$ cat config.mk
export PLATFORM = sky130hd
export DESIGN_NAME = div_unit
export DESIGN_NICKNAME = d
export VERILOG_FILES = /design/src/rtl/div_unit_pkg.sv /design/src/rtl/div_unit.sv
export SDC_FILE = /design/constraint.sdc
export NUM_CORES = 1
export LEC_CHECK = 0
export CORE_MARGIN = 3
export CORE_UTILIZATION = 58
export CTS_CLUSTER_DIAMETER = 50
export DETAILED_ROUTE_END_ITERATION = 8
export PLACE_DENSITY_LB_ADDON = 0.08
export SLEW_MARGIN = 20
export SYNTH_ARGS = -nofsm -noshare
export SYNTH_HDL_FRONTEND = slang
export SYNTH_SLANG_ARGS = --single-unit
$ cat constraint.sdc
create_clock -name clk -period 7.6 [get_ports clk]
set_input_delay 1.52 -clock clk [delete_from_list [all_inputs] [get_ports clk]]
set_output_delay 1.52 -clock clk [all_outputs]
set_load 0.005 [all_outputs]
$ cat src/rtl/div_unit_pkg.sv
// Shared RV32M definitions: opcode/funct encodings and the divider FSM state type.
// Also consumed by the ALU and decoder so encodings stay in one place.
package div_unit_pkg;

  localparam logic [6:0] OPC_R_M  = 7'b0110011;
  localparam logic [6:0] FUNCT7_M = 7'b0000001;

  localparam logic [2:0] F3_DIV  = 3'b100;
  localparam logic [2:0] F3_DIVU = 3'b101;
  localparam logic [2:0] F3_REM  = 3'b110;
  localparam logic [2:0] F3_REMU = 3'b111;

  typedef enum logic [1:0] {
    DIV_IDLE  = 2'd0,
    DIV_START = 2'd1,
    DIV_CALC  = 2'd2,
    DIV_END   = 2'd3
  } div_state_e;

  function automatic logic [31:0] abs32(input logic [31:0] v);
    return v[31] ? (~v + 32'd1) : v;
  endfunction

endpackage

$ cat src/rtl/div_unit.sv
// Multi-cycle RV32M divider: 32-step restoring shift-subtract with
// short-circuit paths for divide-by-zero and signed overflow.
module div_unit
  import div_unit_pkg::*;
(
  input  logic        clk,
  input  logic        rst,
  input  logic        div_start_i,
  input  logic [31:0] div_op1_i,
  input  logic [31:0] div_op2_i,
  input  logic [2:0]  div_funct3_i,
  input  logic [4:0]  div_wr_reg_addr_i,
  input  logic        div_flush_i,
  output logic        div_stall_o,
  output logic        div_ready_o,
  output logic [31:0] div_result_o,
  output logic        div_wr_reg_en_o,
  output logic [4:0]  div_wr_reg_addr_o
);

  div_state_e  state_q, state_d;
  logic [4:0]  cnt_q, cnt_d;
  logic [31:0] op1_q, op1_d;
  logic [31:0] op2_q, op2_d;
  logic [2:0]  f3_q, f3_d;
  logic [4:0]  rd_q, rd_d;
  logic [31:0] quot_q, quot_d;
  logic [31:0] rem_q, rem_d;
  logic [31:0] dvsr_q, dvsr_d;
  logic        raw_q, raw_d;

  logic        is_signed;
  logic [32:0] partial;
  logic [32:0] diff;
  logic        neg_quot, neg_rem;
  logic [31:0] quot_fix, rem_fix;

  assign is_signed = ~f3_q[0];
  assign partial   = {rem_q, quot_q[31]};
  // bit 32 of the difference is the borrow: set when the divisor does not fit
  assign diff      = partial - {1'b0, dvsr_q};

  always_comb begin
    state_d = state_q;
    cnt_d   = cnt_q;
    op1_d   = op1_q;
    op2_d   = op2_q;
    f3_d    = f3_q;
    rd_d    = rd_q;
    quot_d  = quot_q;
    rem_d   = rem_q;
    dvsr_d  = dvsr_q;
    raw_d   = raw_q;
    case (state_q)
      DIV_IDLE: begin
        if (div_start_i && !div_flush_i) begin
          op1_d   = div_op1_i;
          op2_d   = div_op2_i;
          f3_d    = div_funct3_i;
          rd_d    = div_wr_reg_addr_i;
          state_d = DIV_START;
        end
      end
      DIV_START: begin
        if (div_flush_i) begin
          state_d = DIV_IDLE;
        end else if (op2_q == 32'd0) begin
          quot_d  = 32'hFFFF_FFFF;
          rem_d   = op1_q;
          raw_d   = 1'b1;
          state_d = DIV_END;
        end else if (is_signed && op1_q == 32'h8000_0000 && op2_q == 32'hFFFF_FFFF) begin
          quot_d  = 32'h8000_0000;
          rem_d   = 32'd0;
          raw_d   = 1'b1;
          state_d = DIV_END;
        end else begin
          quot_d  = is_signed ? abs32(op1_q) : op1_q;
          dvsr_d  = is_signed ? abs32(op2_q) : op2_q;
          rem_d   = 32'd0;
          cnt_d   = 5'd31;
          raw_d   = 1'b0;
          state_d = DIV_CALC;
        end
      end
      DIV_CALC: begin
        if (div_flush_i) begin
          state_d = DIV_IDLE;
        end else begin
          if (!diff[32]) begin
            rem_d  = diff[31:0];
            quot_d = {quot_q[30:0], 1'b1};
          end else begin
            rem_d  = partial[31:0];
            quot_d = {quot_q[30:0], 1'b0};
          end
          cnt_d = cnt_q - 5'd1;
          if (cnt_q == 5'd0) state_d = DIV_END;
        end
      end
      default: state_d = DIV_IDLE;
    endcase
  end

  always_ff @(posedge clk or posedge rst) begin
    if (rst) begin
      state_q <= DIV_IDLE;
      cnt_q   <= '0;
      op1_q   <= '0;
      op2_q   <= '0;
      f3_q    <= '0;
      rd_q    <= '0;
      quot_q  <= '0;
      rem_q   <= '0;
      dvsr_q  <= '0;
      raw_q   <= 1'b0;
    end else begin
      state_q <= state_d;
      cnt_q   <= cnt_d;
      op1_q   <= op1_d;
      op2_q   <= op2_d;
      f3_q    <= f3_d;
      rd_q    <= rd_d;
      quot_q  <= quot_d;
      rem_q   <= rem_d;
      dvsr_q  <= dvsr_d;
      raw_q   <= raw_d;
    end
  end

  // short-circuit results are already final and must not be sign-corrected
  assign neg_quot = (f3_q == F3_DIV) && (op1_q[31] ^ op2_q[31]) && !raw_q;
  assign neg_rem  = (f3_q == F3_REM) && op1_q[31] && !raw_q;
  assign quot_fix = neg_quot ? (~quot_q + 32'd1) : quot_q;
  assign rem_fix  = neg_rem  ? (~rem_q + 32'd1)  : rem_q;

  assign div_ready_o       = (state_q == DIV_END) && !div_flush_i && !rst;
  assign div_wr_reg_en_o   = div_ready_o;
  assign div_result_o      = div_ready_o ? (f3_q[1] ? rem_fix : quot_fix) : 32'd0;
  assign div_wr_reg_addr_o = rd_q;
  assign div_stall_o       = !rst && !div_flush_i &&
                             (((state_q == DIV_IDLE) && div_start_i) ||
                              (state_q == DIV_START) || (state_q == DIV_CALC));

endmodule

==> out/results.txt <==
Multi-input logic area: 7814 um2
Internal power component: 2.971 mW
Critical path launch point: rem_q[7]
Worst path bufs/invs: 1
Most frequent cells in the layout: dfrtp_1, nand2_1, nor2_1
N_diodes: 0
NetSw: 2.509 mW
Relative slew slack: 25.47%
# Post-CTS Setup Buffers: 0
Vias in the first global route: 11250
Family with the most delay on the worst path: simple AND/OR/NAND/NOR gates
I/O pin total: 116
Hold Path Origin: cnt_q[4]
Asr flop ratio synth: 100.0%
Final Critical Period: 5450 ps
Slew Limit Fails: 0
Post-synth EDFFs: 0
Sequential fraction of the synthesis area: 34.44%
Switching part of the total: 45.79%
TritonCTS Buffers: 17
Post-CTS Hold Buffers: 0
Fill cells: 1825
Grt ovf: 0
Total clock sinks: 176
Status: finished, final reports clean
Final Hold Fails: 0
Hpwl dp: 26330 um
Post-Synthesis Cells: 1505
Pre-Repair DR Iteration Count: 5
Yosys cell types: 82
Leakage: 5.954 nW
F_max: 183.5 MHz
Nets: 1682
Gp weighted congestion: 0.9395
Via count: 11700
Post-DRT Antenna Nets: 0
Largest net degree at the start of global routing: 114
Clock Latency Late Sink: 450 ps
Seq pwr share: 31.6%
P per Cell Area: 373.7 nW/um2
Crit Path Class: reg -> out
TritonCTS clock tree: built
Sequential cell area: 4408 um2
Clock network fraction of design power: 17.0%
Root buf cell: clkbuf_16
CP required: 6080 ps
RR Startpoint: quot_q[31]
Worst Skew: 14.05 ps
Synthesis Warnings: 0
WHS: 483.5 ps
Share of the synthesized area in the top cell type: 34.44%
Synthesized area per cell: 8.497 um2
WL met3: 2021 um
Synth area leaders: dfrtp_1, mux2_2, xnor2_1
Worst-path clk slew: 70 ps
Syn Std Cell Area: 12790 um2
Vias per cell: 6.313
Area Overhead vs Synth: 14.69%
DRT met1 WL: 15600 um
Die W: 154.5 um
Hold Crit Class: reg -> reg
Most common cell after layout, fill and taps aside: dfrtp_1
MaxCap Viol Count: 0
Comb power frac: 51.4%
Rows: 53
Final wirelength: 36480 um
Initial antenna violation count: 0
Die H: 154.5 um
H-tree levels: 4
Highest routed metal layer: met4
Initial core utilization: 59.89%
CTS resizes: 0
Worst path max stage delay: 610 ps
Layout cells sized above 1: 9.563%
Top_reg_cell synth: dfrtp_1
Fin crit share: 71.71%
Post-Route Setup TNS: 0 ps
Critical path fanouts, max: 8
Post-DR wirelength/cell: 19.68 um
Cells along the critical path: or4_1 > or3_1 > nor3_2 > nand3_1 > or2_2 > o21ai_0 > xor2_1 > a211oi_1 > clkdlybuf4s50_1
Bufs on Longest Clock Path: 2
Slew @ Worst Pin: 1110 ps
Slowest CP cell: or4_1
Yosys top cell by area: dfrtp_1
Die ar.: 23860 um2
Startpoint types: flip-flop
Residual DRC: 0
Flops & latches, synth: 176
Critical Path AT: 3930 ps
Met2 wire len: 17630 um
Worst setup EP type: output pin
Violation count after the first detailed-route iteration: 970
RSZ-0062 raised after global routing: no
Total GRT Usage: 30.43%
Max IR drop VDD: 0.2658 mV
Final setup viols: 0
Syn Nets: 1621
Count of buffers from port buffering: 115
Core area: 21350 um2
First-pass GRT wire length: 58850 um
-- routing by layer --
layer	global-route usage (%)	vias up
met4	11.27	0
met2	50.40	444
li1	-	5521
met1	40.77	5656
met3	4.309	83
met5	0	-
-- power groups by stage --
stage	Sequential [mW]	Combinational [mW]	Clock, mW
after CTS	1.72	2.80	0.938
after detailed placement	1.74	2.78	0
after floorplan	1.55	2.23	0
final	1.73	2.82	0.929
after global placement	1.73	2.74	0
after global routing	1.78	3.13	0.981
-- area by class of cell --
type | count | share of cell area (%)
clock inverter | 14 | 1.143
multi-input combinational | 1182 | 53.28
clock buffer | 18 | 2.995
tap | 275 | 2.346
sequential | 176 | 30.06
inverter | 59 | 1.561
timing repair buffer | 130 | 8.617
-- state kept, by name (all words and copies together) (netlist names) --
name               flops
dvsr_q                32
op1_q                 32
op2_q                 32
quot_q                32
rem_q                 32
cnt_q                  5
div_wr_reg_addr_o      5
f3_q                   3
state_q                2
raw_q                  1
-- logic make-up (layout without fill, tap and decap cells) --
logic type | count (synthesis) | after routing | share of synthesized area [%]
AO/OA/AOI/OAI | 441 | 441 | 20.94
flip-flops | 176 | 176 | 34.44
adder cells (fa/ha/maj) | 40 | 40 | 3.973
buffers and inverters | 147 | 221 | 4.794
XOR/XNOR | 140 | 140 | 9.648
multiplexers | 98 | 98 | 8.425
AND/OR/NAND/NOR | 463 | 463 | 17.78
-- path summary, 6_finish.rpt --
check	to	slack, ps	cells after the start
worst max-delay path	div_result_o[30]	2150	9
worst min-delay path	cnt_q[4]	480	1
worst max register to register	rem_q[1]	3680	12
worst min register to register	cnt_q[4]	480	1
max in group asynchronous	dvsr_q[19]	4650	3
min in group asynchronous	op1_q[26]	1660	2
-- worst register-to-register path: stages, from the launching register on --
cell and delay (ps):
dfrtp_1 450, inv_1 140, ha_1 270, fa_1 410, nor2b_1 160, o31a_1 250, o21ai_0 170, a21oi_1 490
o32ai_2 250, xor2_4 170, buf_4 480, mux2_2 440, o21ai_0 140
-- synth_stat cells (all sizes together) (30+ instances only) --
library cell	count
mux2	74
a21oi	127
nand2	137
xor2	65
o21ai	155
inv	59
nor2	135
clkbuf	67
dfrtp	176
xnor2	75
nor3	31
a211oi	30
ha	39
-- per-stage QoR --
stage               cell area, um2  utilization (%)  power, mW  cells  setup WS (ps)
detailed placement           14050            65.82      4.518   1822           2352
finish                       14670            68.68      5.480   1854           2150
floorplan                    12790                -      3.779   1505           1306
CTS                          14660            68.66      5.461   1854           2166
global placement             14050            65.82      4.464   1822           2406
global route                 14670            68.68      5.887   1854           2002
No activity file was read; power rests on OpenSTA's default activity.
